$ cat config.mk
export PLATFORM = sky130hd
export DESIGN_NAME = regfile_scoreboard
export DESIGN_NICKNAME = d
export VERILOG_FILES = /design/src/rtl/regfile_scoreboard.sv
export SDC_FILE = /design/constraint.sdc
export NUM_CORES = 1
export LEC_CHECK = 0
export CAP_MARGIN = 20
export CORE_UTILIZATION = 47
export DETAILED_ROUTE_END_ITERATION = 7
export GPL_ROUTABILITY_DRIVEN = 0
export PLACE_DENSITY_LB_ADDON = 0.3
export SYNTH_ARGS = -nofsm -noshare
export SYNTH_HDL_FRONTEND = slang
export SYNTH_SLANG_ARGS = --single-unit
$ cat constraint.sdc
create_clock -name clk -period 5.1 [get_ports clk]
set_input_delay 1.53 -clock clk [delete_from_list [all_inputs] [get_ports clk]]
set_output_delay 1.53 -clock clk [all_outputs]
set_load 0.05 [all_outputs]
$ cat src/rtl/regfile_scoreboard.sv
// Integer register file with a per-entry busy scoreboard and a one-entry-per-clock clear sweep after reset.
// Optional write-through forwarding on the read ports when RF_BYPASS_EN is defined.
module regfile_scoreboard #(
  parameter int XLEN     = 32,
  parameter int AW       = 5,
  parameter int ZERO_REG = 1
) (
  input  logic            clk,
  input  logic            rst,
  output logic            init_done,
  input  logic [AW-1:0]   rs1_addr,
  input  logic [AW-1:0]   rs2_addr,
  output logic [XLEN-1:0] rs1_data,
  output logic [XLEN-1:0] rs2_data,
  output logic            rs1_busy,
  output logic            rs2_busy,
  input  logic            alloc_en,
  input  logic [AW-1:0]   alloc_addr,
  input  logic            we,
  input  logic [AW-1:0]   wa,
  input  logic [XLEN-1:0] wd
);
  localparam int DEPTH = 1 << AW;
  localparam logic [0:0] S_INIT = 1'b0;
  localparam logic [0:0] S_RUN  = 1'b1;

  logic [0:0]      state;
  logic [AW-1:0]   cnt;
  logic [XLEN-1:0] mem [DEPTH];
  logic [DEPTH-1:0] busy, busy_nxt;
  logic            run, wr_ok;
  logic [1:0][AW-1:0]   ra;
  logic [1:0][XLEN-1:0] rdat;
  logic [1:0]           rbsy;

  assign run       = (state == S_RUN);
  assign init_done = run;
  assign wr_ok     = we && !(ZERO_REG != 0 && wa == '0);

  always_ff @(posedge clk or negedge rst) begin
    if (!rst) begin
      state <= S_INIT;
      cnt   <= '0;
    end else if (!run) begin
      cnt <= cnt + 1'b1;
      if (cnt == AW'(DEPTH-1)) state <= S_RUN;
    end
  end

  // No reset on the array so it can map onto RAM; the sweep owns the write port until RUN.
  always_ff @(posedge clk) begin
    if (!run)       mem[cnt] <= '0;
    else if (wr_ok) mem[wa]  <= wd;
  end

  // Set is applied after clear so a same-entry alloc keeps the new instruction pending.
  always_comb begin
    busy_nxt = busy;
    if (run) begin
      if (we)       busy_nxt[wa]         = 1'b0;
      if (alloc_en) busy_nxt[alloc_addr] = 1'b1;
    end
    if (ZERO_REG != 0) busy_nxt[0] = 1'b0;
  end

  always_ff @(posedge clk or negedge rst) begin
    if (!rst) busy <= '0;
    else      busy <= busy_nxt;
  end

  assign ra = {rs2_addr, rs1_addr};

  always_comb begin
    for (int p = 0; p < 2; p++) begin
      rdat[p] = '0;
      rbsy[p] = 1'b0;
      if (run && !(ZERO_REG != 0 && ra[p] == '0)) begin
`ifdef RF_BYPASS_EN
        if (we && ra[p] == wa) begin
          rdat[p] = wd;
          rbsy[p] = alloc_en && (alloc_addr == wa);
        end else
`endif
        begin
          rdat[p] = mem[ra[p]];
          rbsy[p] = busy[ra[p]];
        end
      end
    end
  end

  assign rs1_data = rdat[0];
  assign rs2_data = rdat[1];
  assign rs1_busy = rbsy[0];
  assign rs2_busy = rbsy[1];
endmodule
==> results of run 1 <==
[final cells by class]
cell class / count / area [µm²] / share of cell area
timing repair buffer: 425 / 5500 / 0.0920
tap: 1380 / 1730 / 0.0289
clock inverter: 79 / 863 / 0.0144
sequential: 1061 / 31700 / 0.530
multi-input combinational: 1179 / 17300 / 0.289
inverter: 1 / 3.75 / 0.0000628
clock buffer: 120 / 2750 / 0.0459
[layer usage]
metal | share of wire | wire [µm] | track usage | vias up
met3 | 0.10 | 14700 | 0.0551 | 332
li1 | - | - | - | 11400
met2 | 0.49 | 72500 | 0.451 | 1934
met1 | 0.36 | 53500 | 0.361 | 15600
met5 | 0 | 0 | 0 | -
met4 | 0.042 | 6240 | 0.113 | 0
[worst reg2reg max path, stage by stage, from the launching register on]
cell and delay (ns):
dfrtp_1 0.94, nand2_1 0.33, a21oi_4 0.65, mux2_2 0.53
nor2_4 0.55, buf_12 0.28
[cells in the final DEF, fill, tap and decap left out, types with 6 or more instances in the layout]
cell type        count
edfxtp_1          1024
mux4_2             526
buf_4              201
buf_12             152
mux2i_1            133
clkbuf_16          113
mux2_2              71
o21ai_0             60
clkdlybuf4s50_1     48
nand2_1             44
dfrtp_1             37
nor2_4              33
o22a_1              33
and2_1              33
a22oi_1             32
a221o_1             32
a31oi_1             32
a21oi_1             28
clkinv_2            26
o221ai_1            25
clkinv_1            24
bufinv_16           14
nand3b_1            13
clkbuf_1            12
o221ai_2             7
nor2_1               7
buf_8                6
buf_16               6
[how the worst max path moves through the flow]
| stage | to | from | depth (start not counted) | slack [ns] |
|---|---|---|---|---|
| after floorplan | rs1_data[21] | rs1_addr[0] | 7 | 0.10 |
| after global placement | rs2_data[1] | rs2_addr[4] | 6 | -0.13 |
| after detailed placement | rs2_data[1] | rs2_addr[4] | 6 | -0.12 |
| after CTS | rs1_data[12] | rs1_addr[1] | 8 | -0.004 |
| after global routing | rs1_data[18] | rs1_addr[1] | 8 | 0.001 |
| final | rs1_data[21] | rs1_addr[2] | 7 | -0.009 |
[what timing repair did]
action	CTS	global route
cloned	0	5
setup endpoints to repair	10	36
pin swaps	0	1
gates resized for setup	14	21
buffers inserted	0	1
[kinds of logic after synthesis]
kind of cell	after synthesis
fa+ha+maj	2
buf+inv	197
flops	1061
compound gates	270
xor+xnor	3
simple gates	169
mux	735
[metrics by stage]
step | util | TNS, ns
3_3_place_gp | 0.537 | -0.517
3_5_place_dp | 0.537 | -0.318
5_1_grt | 0.575 | 0
4_1_cts | 0.572 | -0.00444
2_1_floorplan | - | 0
6_report | 0.575 | -0.00934
[report_power, final]
part / internal (mW) / leakage [nW] / switching, mW
logic: 0.949 / 8.09 / 1.16
clock network: 4.62 / 1.77 / 3.43
registers: 9.61 / 11.1 / 0.0299
total: 15.2 / 21.0 / 4.63
[state kept, by name (all words and copies together), names as in the netlist]
name / flops
init_done: 1
cnt: 5
mem: 1024
busy: 31
==> out/qor.yml, run 1 <==
cellPowerDensity_nw_per_um2: 331
synth_area_per_cell_um2: 20.4
pre_cts_slack_ns: -0.124
rsz0062_at_grt: "false"
synth_top_area_frac: 0.620
synth_cell_types: 55
synth_area_um2: 49600
synth_edf_count: 1024
dieArea_um2: 107000
slew_headroom: 0.305
synth-compound-area-share: 0.0388
arrival_ns: 3.58
grt_antenna_before_repair: 4
nFillCells: 7445
cts_root_buf: "clkbuf_16"
async_flop_share: 0.0349
min_to: "busy[17]"
grt_pass1_wl_mm: 211
clock_latency_ns: 0.71
htreeDepth: 3
area_delta_synth_final_pct: 20.6
rows: 118
grt_pass1_vias: 30400
grt-ovfl-total: 0
reg2reg_slack_ns: 1.49
post-route-period-util: 1.00
hold_viol: 0
io_buffers: 122
drv_slew: 0
drt_iter0_markers: 4019
drc: 0
r2r_cells: 5
grt_usage: 0.275
die_w_um: 327
leakage_nw: 21.0
crit_fanout: 31
dp_hpwl_mm: 88.7
ys_seq_area_frac: 0.639
synth_commonest_cells: "edfxtp_1 (1024), mux4_2 (526), mux2i_1 (137)"
drt-total-wl_mm: 147
post_drt_wl_per_cell_um: 34.6
end_kind: "primary output"
cts.sinks: 1061
io_pins: 123
cp-start-kind: "primary input"
drtAntennaViolNets: 0
cts_made_buffers: 108
fin_skew_ns: 0.0209
r2r-end: "mem[20][12]"
initial_utilization: 0.476
synth_top_family_by_area: "multiplexers"
core_area_um2: 104000
yosys-top-cells-area: "edfxtp_1 (62%), mux4_2 (24%), mux2i_1 (2.8%)"
crit_type: "in -> out"
clkSlewWorstSetupHoldPaths_ns: 0.06
drive_gt1_frac: 0.420
total_power_mw: 19.8
ir_drop_uv: 317
cp.required_ns: 3.57
hold_slack_ns: 0.533
crit_buf_inv: 3
cts_tree: "built"
grt_max_degree: 40
synth_top_area_cell: "edfxtp_1"
finish.net_count: 2834
design_area_um2: 59800
violations: "setup timing"
fin_ws_ns: -0.00934
hold_path.class: "reg -> reg"
synthCells: 2437
yosysWarnings: 0
setup_viol: 1
whs_path_depth: 2
die_h_um: 327
synth_fa_ha_area_frac: 0.000505
ys.flop_type: "edfxtp_1"
max-cap-violations: 0
r2r-start: "init_done"
synth_most_common_cell: "edfxtp_1"
synthMuxAreaShare: 0.283
drtPass1Iterations: 5
viasPerCell: 6.88
max-clock-path-buffers: 3
finalCriticalPeriod_ns: 5.11
critical_path.top_delay_family: "compound AO/OA/AOI/OAI gates"
synthXorXnorAreaFrac: 0.000530
dp.cells: 4040
cts_hold_buf: 0
diodes: 0
cpPeakStageDelay_ns: 0.36
dpl_cell_area_um2: 55900
path_cells: "buf_8 -> buf_12 -> mux4_2 -> a221o_1 -> a21oi_1 -> a31oi_1 -> buf_12"
synth_nets: 2495
cp_common_cell: "buf_12"
worstMarginPinSlew_ns: 1.04
cp_slowest_cell: "a221o_1"
outcome: "complete, but fails checks"
fin_cells: 4245
worstHoldStart: "busy[17]"
synth-simple-area-share: 0.0181
ys_seq_elements: 1061
max_freq_mhz: 196
vias: 29200
No activity file was read; power rests on OpenSTA's default activity.
==> run 2, diff against run 1 <==
--- a/config.mk
+++ b/config.mk
@@ -6,7 +6,7 @@
 export NUM_CORES = 1
 export LEC_CHECK = 0
 export CAP_MARGIN = 20
-export CORE_UTILIZATION = 47
+export CORE_UTILIZATION = 30
 export DETAILED_ROUTE_END_ITERATION = 7
 export GPL_ROUTABILITY_DRIVEN = 0
 export PLACE_DENSITY_LB_ADDON = 0.3
==> out/qor.yml, run 2 (synthesized netlist as in run 1, its figures left out) <==
nFillCells: 14700  # +97%
cp-start-kind: "primary input"
hold_viol: 0  # unchanged
drt-total-wl_mm: 164  # +12%
cts_made_buffers: 109  # +0.93%
cts.sinks: 1061  # unchanged
top_register: "mem"
drv_slew: 0  # unchanged
area_delta_synth_final_pct: 23.6
finish.net_count: 2885  # +1.8%
rsz0062_at_grt: "true"
largest_reg_flops: 1024  # unchanged
whs_path_depth: 2  # unchanged
cp.required_ns: 3.57  # about the same
slew_headroom: 0.300  # -0.00556
pwr-share-clk: 0.395  # -0.011
dieArea_um2: 167000  # +56%
drtAntennaViolNets: 0  # unchanged
comb_power_share: 0.114  # +0.007
fin_skew_ns: 0.0253  # +0.00436 ns
viasPerCell: 5.67  # -18%
worstHoldStart: "busy[18]"
grt_max_degree: 55  # +38%
arrival_ns: 3.59  # about the same
max-cap-violations: 0  # unchanged
initial_utilization: 0.303  # -0.173
drtPass1Iterations: 5  # unchanged
grt_pass1_vias: 30700  # +1.1%
min_to: "busy[18]"
post-route-period-util: 1.00  # +0.00144
grt_usage: 0.195  # -0.0804
max_freq_mhz: 195  # -0.14%
htreeDepth: 3  # unchanged
max-clock-path-buffers: 3  # unchanged
cellPowerDensity_nw_per_um2: 320  # -3.3%
seq_power_share: 0.492  # +0.005
leakage_nw: 21.2  # +1.0%
final_core_util: 0.375  # -0.200
violations: "setup timing"
clock_latency_ns: 0.73  # +0.02 ns
r2r-end: "mem[5][16]"
crit_type: "in -> out"
finalCriticalPeriod_ns: 5.12  # +0.00734 ns
p_int_mw: 14.9  # -1.7%
grt_pass1_wl_mm: 232  # +10%
cts_root_buf: "clkbuf_16"
die_w_um: 409  # +25%
final_common_cell: "edfxtp_1"
setup_viol: 1  # unchanged
hold_path.class: "reg -> reg"
io_buffers: 122  # unchanged
outcome: "complete, but fails checks"
vias: 28900  # -1.1%
end_kind: "primary output"
r2r_cells: 7  # +2
io_pins: 123  # unchanged
reg2reg_slack_ns: 1.93  # +0.44 ns
post_drt_wl_per_cell_um: 32.3  # -6.8%
drt_iter0_markers: 2985  # -26%
drc: 0  # unchanged
power.switching_mw: 4.70  # +1.5%
final_cell_mix: "edfxtp_1 (1024), mux4_2 (526), buf_4 (242)"
clkSlewWorstSetupHoldPaths_ns: 0.06  # about the same
reg_top3: "mem x1024, busy x31, cnt x5"
grt-ovfl-total: 0  # unchanged
fin_setup_tns_ns: -0.0167  # -0.00734 ns
crit_fanout: 12  # -61%
fin_ws_ns: -0.0167  # -0.00734 ns
switching_share: 0.239  # +0.00586
drive_gt1_frac: 0.429  # +0.00932
dp_hpwl_mm: 104  # +17%
r2r-start: "init_done"
rows: 148  # +25%
ir_drop_uv: 300  # -5.3%
diodes: 0  # unchanged
cts_tree: "built"
die_h_um: 409  # +25%
worstMarginPinSlew_ns: 1.05  # +0.0104 ns
grt_antenna_before_repair: 3  # -1
core_area_um2: 164000  # +57%
run 2: worst max-delay path by stage:
stage,cells past startpoint,endpoint,from
finish,8,rs2_data[1],rs2_addr[0]
global placement,7,rs2_data[31],rs2_addr[4]
CTS,8,rs1_data[21],rs1_addr[1]
floorplan,7,rs1_data[21],rs1_addr[0]
detailed placement,7,rs2_data[31],rs2_addr[4]
global route,8,rs2_data[23],rs2_addr[0]
run 2: final cells by class:
type / count / area, µm² / share of cell area
well taps: 2175 / 2720 / 0.0444
flip-flops and latches: 1061 / 31700 / 0.517
inverters: 1 / 3.75 / 0.0000612
repair buffers: 475 / 6090 / 0.0993
multi-input cells: 1179 / 17400 / 0.284
clock buffers: 133 / 2870 / 0.0468
clock inverters: 68 / 558 / 0.00910
run 2: critical path: stages:
cell       delay [ns]
buf_12           0.14
nor3_1           0.63
or4b_4           0.26
buf_12           0.15
buf_12           0.18
o22a_1           0.16
o221ai_1         0.14
bufbuf_16        0.32
run 2: power by group through the flow:
stage,registers [mW],clock network [mW],logic (mW)
2_1_floorplan,9.82,0,1.15
4_1_cts,9.64,7.86,2.20
6_report,9.64,7.74,2.23
5_1_grt,9.64,8.19,2.33
3_5_place_dp,9.83,0,2.16
3_3_place_gp,9.82,0,2.14
run 2: metal layers:
metal,GRT usage,vias up,part of all wire
met2,0.313,1398,0.48
met5,0,-,0
met1,0.255,15700,0.40
li1,-,11500,-
met4,0.0869,0,0.046
met3,0.0379,324,0.078
run 2: per-stage QoR:
step / worst slack [ns] / hold slack [ns] / instances / instance area (µm²) / power, mW
2_1_floorplan: 0.102 / 0.483 / 2437 / 49600 / 11.0
3_3_place_gp: -0.176 / 0.506 / 4870 / 57200 / 12.0
3_5_place_dp: -0.186 / 0.529 / 4870 / 57200 / 12.0
4_1_cts: -0.0145 / 0.542 / 5073 / 60900 / 19.7
5_1_grt: -0.0405 / 0.571 / 5092 / 61300 / 20.2
6_report: -0.0167 / 0.544 / 5092 / 61300 / 19.6
run 2: repair_timing:
action                     4_1_cts  5_1_grt
setup endpoints to repair       55       38
resized for setup               38       17
cloned                           2        4
buffers inserted                 0        9
hold buffers                     0        0
